### config.mk
export PLATFORM = sky130hd
export DESIGN_NAME = alarm_panel_flat
export DESIGN_NICKNAME = d
export VERILOG_FILES = /design/src/rtl/alarm_panel_if.sv /design/src/rtl/alarm_panel.sv /design/src/flat_wrapper.sv
export SDC_FILE = /design/constraint.sdc
export NUM_CORES = 1
export LEC_CHECK = 0
export ABC_AREA = 1
export CORE_MARGIN = 10
export CORE_UTILIZATION = 25
export DETAILED_ROUTE_END_ITERATION = 6
export PLACE_DENSITY = 0.49
export RECOVER_POWER = 100
export SYNTH_ARGS = -nofsm -noshare
export SYNTH_HDL_FRONTEND = slang
export SYNTH_SLANG_ARGS = --single-unit
### constraint.sdc
create_clock -name clk -period 2 [get_ports clk]
set_input_delay 0.2 -clock clk [delete_from_list [all_inputs] [get_ports clk]]
set_output_delay 0.2 -clock clk [all_outputs]
set_load 0.01 [all_outputs]
### src/rtl/alarm_panel_if.sv
// Keypad-side bus of the alarm panel: digit entry and command inputs, plus status outputs.
// The master (keypad or bench) drives the entry signals. The slave (panel) drives the status.
interface alarm_panel_if;
  logic [1:0] command;
  logic [3:0] digit;
  logic       digit_entered;
  logic       armed;
  logic       locked;
  logic       code_ok;
  logic       code_bad;
  logic [1:0] entry_count;

  modport master (
    output command, digit, digit_entered,
    input  armed, locked, code_ok, code_bad, entry_count
  );

  modport slave (
    input  command, digit, digit_entered,
    output armed, locked, code_ok, code_bad, entry_count
  );
endinterface

### src/rtl/alarm_panel.sv
// Three-digit BCD keypad alarm panel: arm/disarm/change-code with a stored code,
// a consecutive-failure counter and a timed lockout after too many bad entries.
module alarm_panel #(
  parameter logic [11:0] CODE_RESET  = 12'h123,
  parameter int          MAX_FAIL    = 3,
  parameter int          LOCK_CYCLES = 16
) (
  input  logic         clk,
  input  logic         reset,
  alarm_panel_if.slave bus
);

  typedef enum logic [1:0] {
    CMD_NOP    = 2'b00,
    CMD_ARM    = 2'b01,
    CMD_DISARM = 2'b10,
    CMD_CHANGE = 2'b11
  } cmd_e;

  logic [11:0] stored_code;
  logic [7:0]  entry_buf;
  logic [1:0]  entry_count;
  logic [3:0]  fail_count;
  logic [15:0] lock_count;
  logic        armed_q;
  logic        locked_q;
  logic        ok_q;
  logic        bad_q;

  cmd_e        cmd;
  logic [11:0] entered;
  logic        digit_valid;
  logic        code_match;
  logic        fail_limit;

  // The third digit is evaluated live from the bus, so only the first two are buffered.
  assign cmd         = cmd_e'(bus.command);
  assign entered     = {entry_buf, bus.digit};
  assign digit_valid = (bus.digit <= 4'd9);
  assign code_match  = (entered == stored_code);
  assign fail_limit  = (fail_count == 4'(MAX_FAIL - 1));

  always_ff @(posedge clk or negedge reset) begin
    if (!reset) begin
      stored_code <= CODE_RESET;
      entry_buf   <= '0;
      entry_count <= '0;
      fail_count  <= '0;
      lock_count  <= '0;
      armed_q     <= 1'b1;
      locked_q    <= 1'b0;
      ok_q        <= 1'b0;
      bad_q       <= 1'b0;
    end else begin
      ok_q  <= 1'b0;
      bad_q <= 1'b0;
      if (locked_q) begin
        // Counting down from LOCK_CYCLES and releasing on the 1->0 step keeps locked high exactly LOCK_CYCLES cycles.
        if (lock_count == 16'd1) begin
          locked_q   <= 1'b0;
          lock_count <= '0;
        end else begin
          lock_count <= lock_count - 16'd1;
        end
      end else if (bus.digit_entered) begin
        if (!digit_valid) begin
          entry_count <= '0;
        end else if (entry_count != 2'd2) begin
          entry_buf   <= entered[7:0];
          entry_count <= entry_count + 2'd1;
        end else begin
          entry_buf   <= entered[7:0];
          entry_count <= '0;
          case (cmd)
            CMD_ARM, CMD_DISARM: begin
              if (code_match) begin
                armed_q    <= (cmd == CMD_ARM);
                ok_q       <= 1'b1;
                fail_count <= '0;
              end else begin
                bad_q <= 1'b1;
                if (fail_limit) begin
                  locked_q   <= 1'b1;
                  lock_count <= 16'(LOCK_CYCLES);
                  fail_count <= '0;
                end else begin
                  fail_count <= fail_count + 4'd1;
                end
              end
            end
            CMD_CHANGE: begin
              // Re-keying is only allowed while disarmed. A refusal is not treated as a guessing attempt.
              if (!armed_q) begin
                stored_code <= entered;
                ok_q        <= 1'b1;
              end else begin
                bad_q <= 1'b1;
              end
            end
            default: begin
            end
          endcase
        end
      end
    end
  end

  assign bus.armed       = armed_q;
  assign bus.locked      = locked_q;
  assign bus.code_ok     = ok_q;
  assign bus.code_bad    = bad_q;
  assign bus.entry_count = entry_count;

endmodule
### src/flat_wrapper.sv
// flat-port wrapper written by rule: the top's interface ports become plain ports
module alarm_panel_flat 
#(
  parameter logic [11:0] CODE_RESET  = 12'h123,
  parameter int          MAX_FAIL    = 3,
  parameter int          LOCK_CYCLES = 16
)
  (clk, reset, bus_command, bus_digit, bus_digit_entered, bus_armed, bus_locked, bus_code_ok, bus_code_bad, bus_entry_count);
  alarm_panel_if bus_i ();
  input  logic clk;
  input  logic reset;
  input wire logic [$bits(bus_i.command)-1:0] bus_command;
  input wire logic [$bits(bus_i.digit)-1:0] bus_digit;
  input wire logic [$bits(bus_i.digit_entered)-1:0] bus_digit_entered;
  output wire logic [$bits(bus_i.armed)-1:0] bus_armed;
  output wire logic [$bits(bus_i.locked)-1:0] bus_locked;
  output wire logic [$bits(bus_i.code_ok)-1:0] bus_code_ok;
  output wire logic [$bits(bus_i.code_bad)-1:0] bus_code_bad;
  output wire logic [$bits(bus_i.entry_count)-1:0] bus_entry_count;
  assign bus_i.command = bus_command;
  assign bus_i.digit = bus_digit;
  assign bus_i.digit_entered = bus_digit_entered;
  assign bus_armed = bus_i.armed;
  assign bus_locked = bus_i.locked;
  assign bus_code_ok = bus_i.code_ok;
  assign bus_code_bad = bus_i.code_bad;
  assign bus_entry_count = bus_i.entry_count;
  alarm_panel #(.CODE_RESET(CODE_RESET), .MAX_FAIL(MAX_FAIL), .LOCK_CYCLES(LOCK_CYCLES)) u_core (.clk(clk), .reset(reset), .bus(bus_i));
endmodule
==> impl_metrics.csv <==
group,metric,value,unit
routing,detailroute.via_count,2041,
synthesis,synthesis.nets,348,
place,dp_cells,479,
synthesis,seq_area_frac_synth,0.440,
timing,report.final.slew_viol_count,0,
routing,residual_drc,0,
final_layout,syn2layout_area_growth,13.9,%
place,post-dp-hpwl,3.90,mm
pwr,power.density_cell_area,671,mW/mm^2
grt,antenna_violations_before_repair,0,
setup_path,startpoint_type,"input pin",
place,place.gp.congestion,0.782,
synthesis,synth_warnings,0,
synthesis,post_synth_mux_area_share,0,
setup_path,timing.setup.critical_path_class,"input pin to flip-flop",
routing,route.detailed.wl_per_inst,11.1,microns
cts,cts-buffers-inserted,5,
synthesis,synth.ff_latch_count,46,
routing,m1WireLength,2.66,mm
setup_path,cp.required,2.19,ns
timing,endpoints_failing_hold,0,
setup_path,timing.critical_path.slowest_cell_delay,0.59,ns
cts,worst_skew_pair.late_latency,0.31,ns
setup_path,crit_path_cell_trace,"dlygate4sd3_1 -> inv_2 -> nand2_1 -> nand2_1 -> nand2_1 -> nor2_1 -> nand3_2 -> nand2_2 -> nand2_1 -> nand2_1 -> nand2_1",
job,count_of_maximum_capacitance_violations,0,
floorplanning,core_region_area,0.0103,sq mm
timing,slew_headroom,0.139,
routing,route.detailed.vias_per_inst,4.18,
synthesis,synth-simple-area-share,0.326,
setup_path,buffers_inverters_on_critical_path,2,
timing,hold_slack,0.484,ns
timing,clock_skew,0.0131,ns
floorplanning,floorplan.initialDensity,0.256,
setup_path,critical_path.max_fanout,17,
timing,tightest_slew,1.29,ns
floorplanning,placement_rows,37,
timing,unrepaired_setup_endpoints_after_global_routing,"false",
routing,drtIter0Drc,112,
setup_path,worst_path_dominant_cell_family,"simple AND/OR/NAND/NOR gates",
synthesis,synth_xor_area_frac,0.0400,
grt,grt_max_degree,26,
floorplanning,floorplan.die.height,123,microns
grt,sum_of_overflow_across_all_layers_after_global_routing,0,
floorplanning,floorplan.io_pins,15,
routing,routed-wl-met3,166,microns
floorplanning,total_die_area,0.0150,sq mm
setup_path,critical-path-top-cell-by-count,"sky130_fd_sc_hd__nand2_1",
setup_path,timing.critical_path.slowest_stage_cell,"sky130_fd_sc_hd__dlygate4sd3_1",
cts,clockBufferDepth,2,
routing,highest_layer,"met4",
final_layout,drive_gt1_frac,0.105,
grt,grt_first_pass_wirelength,9.60,mm
timing,fmaxAchievable,581,MHz
final_layout,num-fill-cells,1137,
routing,met2WireLength,2.55,mm
place,port_buffers,14,
timing,totalNegativeSetupSlack,0,ns
setup_path,worst_ep_arrival_time,1.91,ns
timing,min_period_over_period,0.860,
routing,detail_route.first_pass.iterations,4,
pwr,cellLeakagePower,0.00129,uW
cts,clock_tree_root,"sky130_fd_sc_hd__clkbuf_8",
place,detailed_place.area,0.00291,sq mm
routing,number_of_nets_with_antenna_violations_after_detailed_routing,0,
synthesis,synth-compound-area-share,0.0771,
final_layout,antennaDiodeCount,0,
cts,clk_transition_reported_paths,0.10,ns
pwr,vdd.ir_drop.worst,0.283,mV
grt,number_of_global_route_vias_before_repair,1991,
synthesis,syn-cell-area,0.00263,sq mm
synthesis,yosys.area_share.adder,0.0333,
min_path,min_delay_worst_type,"input pin to flip-flop",
floorplanning,die_w,123,microns
cts,cts_tree,"done",
final_layout,final_area,0.00299,sq mm
synthesis,synthesis.instances,332,
synthesis,synth.avg_cell_area,7.92,sq um
cts,tritoncts_num_sinks,46,
pwr,report.power.total,2010,uW
synthesis,main_combinational_cell_family_by_area_after_synthesis,"simple AND/OR/NAND/NOR gates",
synthesis,synth.lib_cells_used.distinct,35,
grt,grtUsageTotal,0.0766,
outcome,status,"complete, no violations",
timing,report.final.setup_viol,0,
final_layout,design.final.nets,367,
setup_path,type_of_destination_of_the_critical_path,"flip-flop",
cts,number_of_gates_resized_after_cts,0,
cts,htree_levels,2,
final_layout,final_cell_count_no_fill,488,
routing,route.final.wire_length,5.41,mm
timing,min_period,1.72,ns
## placed cells by master, fill, tap and decap left out, types with 2 or more instances in the layout
| master | netlist | final |
|---|---|---|
| sky130_fd_sc_hd__nor2_4 | 2 | 2 |
| sky130_fd_sc_hd__xnor2_1 | 6 | 6 |
| sky130_fd_sc_hd__clkdlybuf4s50_1 | 0 | 6 |
| sky130_fd_sc_hd__nor3_1 | 3 | 3 |
| sky130_fd_sc_hd__clkbuf_8 | 0 | 5 |
| sky130_fd_sc_hd__nor2_2 | 3 | 2 |
| sky130_fd_sc_hd__inv_1 | 39 | 39 |
| sky130_fd_sc_hd__a21oi_1 | 1 | 2 |
| sky130_fd_sc_hd__inv_2 | 2 | 2 |
| sky130_fd_sc_hd__nand4_1 | 5 | 6 |
| sky130_fd_sc_hd__clkbuf_1 | 1 | 2 |
| sky130_fd_sc_hd__xor2_1 | 6 | 6 |
| sky130_fd_sc_hd__or2_2 | 5 | 5 |
| sky130_fd_sc_hd__nor2_1 | 26 | 27 |
| sky130_fd_sc_hd__o21ai_2 | 9 | 3 |
| sky130_fd_sc_hd__dfrtp_1 | 41 | 41 |
| sky130_fd_sc_hd__ha_1 | 7 | 7 |
| sky130_fd_sc_hd__nand3_1 | 32 | 32 |
| sky130_fd_sc_hd__nand2_1 | 106 | 106 |
| sky130_fd_sc_hd__dlygate4sd3_1 | 0 | 8 |
| sky130_fd_sc_hd__o21ai_0 | 10 | 20 |
| sky130_fd_sc_hd__buf_4 | 0 | 2 |
| sky130_fd_sc_hd__dfstp_2 | 5 | 5 |
## final cells by class
| class | instances | area (sq um) | share of cell area |
|---|---|---|---|
| clock buffer | 5 | 68.8 | 0.0230 |
| clock inverter | 3 | 43.8 | 0.0146 |
| inverter | 41 | 154 | 0.0514 |
| multi-input combinational | 238 | 1220 | 0.407 |
| sequential | 46 | 1160 | 0.387 |
| tap | 136 | 170 | 0.0568 |
| timing repair buffer | 19 | 183 | 0.0610 |
## per-stage QoR
step                utilization  setup slack, ns
detailed placement        0.283           0.0518
finish                    0.291            0.280
CTS                       0.295            0.301
global placement          0.283           0.0592
floorplan                     -            0.556
global route              0.291            0.110
## final timing paths
path | depth (start not counted) | from | slack, ns | end
worst min-delay path | 3 | bus_digit[0] | 0.48 | u_core.stored_code[0]
max in group asynchronous | 3 | reset | 0.54 | u_core.lock_count[0]
min in group asynchronous | 2 | reset | 0.69 | u_core.entry_buf[5]
worst max-delay path | 11 | bus_digit[1] | 0.28 | u_core.lock_count[4]
worst max register to register | 9 | u_core.stored_code[1] | 0.29 | u_core.lock_count[4]
worst min register to register | 2 | u_core.stored_code[0] | 0.50 | u_core.stored_code[0]
## sequential cells by signal, indices dropped and copies added (netlist names)
signal	cells
u_core.bus.locked	1
u_core.bus.armed	1
u_core.fail_count	4
u_core.stored_code	12
u_core.bus.code_ok	1
u_core.entry_buf	8
u_core.lock_count	16
u_core.bus.entry_count	2
u_core.bus.code_bad	1
## cells in the mapped netlist (all sizes together)
cell      n  area share
nand2   108        0.16
dfrtp    41        0.39
inv      41       0.059
nand3    34       0.071
nor2     31       0.053
o21ai    23       0.057
ha        7       0.033
buf       6       0.023
nand4     6       0.017
xnor2     6       0.020
xor2      6       0.020
dfstp     5       0.050
or2       5       0.012
nor3      4       0.012
a21oi     2      0.0052
o21bai    2      0.0071
a21o      1      0.0029
and2      1      0.0033
clkbuf    1      0.0014
o22ai     1      0.0024
o31ai     1      0.0029
## power by group
group          switching [uW]  leakage (uW)  internal, uW  total (uW)
clock                     347     0.0000585           375         722
sequential               56.0      0.000520           985        1040
combinational             144      0.000715           102         246
## worst register-to-register path, stage by stage, from the launching register on
cell                      delay (ns)
sky130_fd_sc_hd__dfstp_2        0.56
sky130_fd_sc_hd__nand2_1        0.05
sky130_fd_sc_hd__nand2_1        0.08
sky130_fd_sc_hd__nand2_1        0.05
sky130_fd_sc_hd__nor2_1         0.20
sky130_fd_sc_hd__nand3_2        0.13
sky130_fd_sc_hd__nand2_2        0.30
sky130_fd_sc_hd__nand2_1        0.09
sky130_fd_sc_hd__nand2_1        0.07
sky130_fd_sc_hd__nand2_1        0.06
## kinds of logic after synthesis
| family | after synthesis |
|---|---|
| compound gates | 30 |
| xor+xnor | 12 |
| fa+ha+maj | 7 |
| buf+inv | 48 |
| flops | 46 |
| simple gates | 189 |
## metal layers
layer,vias to the layer above,track usage
li1,1079,-
met1,944,0.0971
met2,14,0.127
met3,4,0.0193
met4,0,0.0206
met5,-,0
## what timing repair did
item,in CTS,in global routing
hold endpoints to repair,16,0
hold buffers,1,0
setup buffers,0,0
Note: power is estimated with default switching activity, not from simulation.
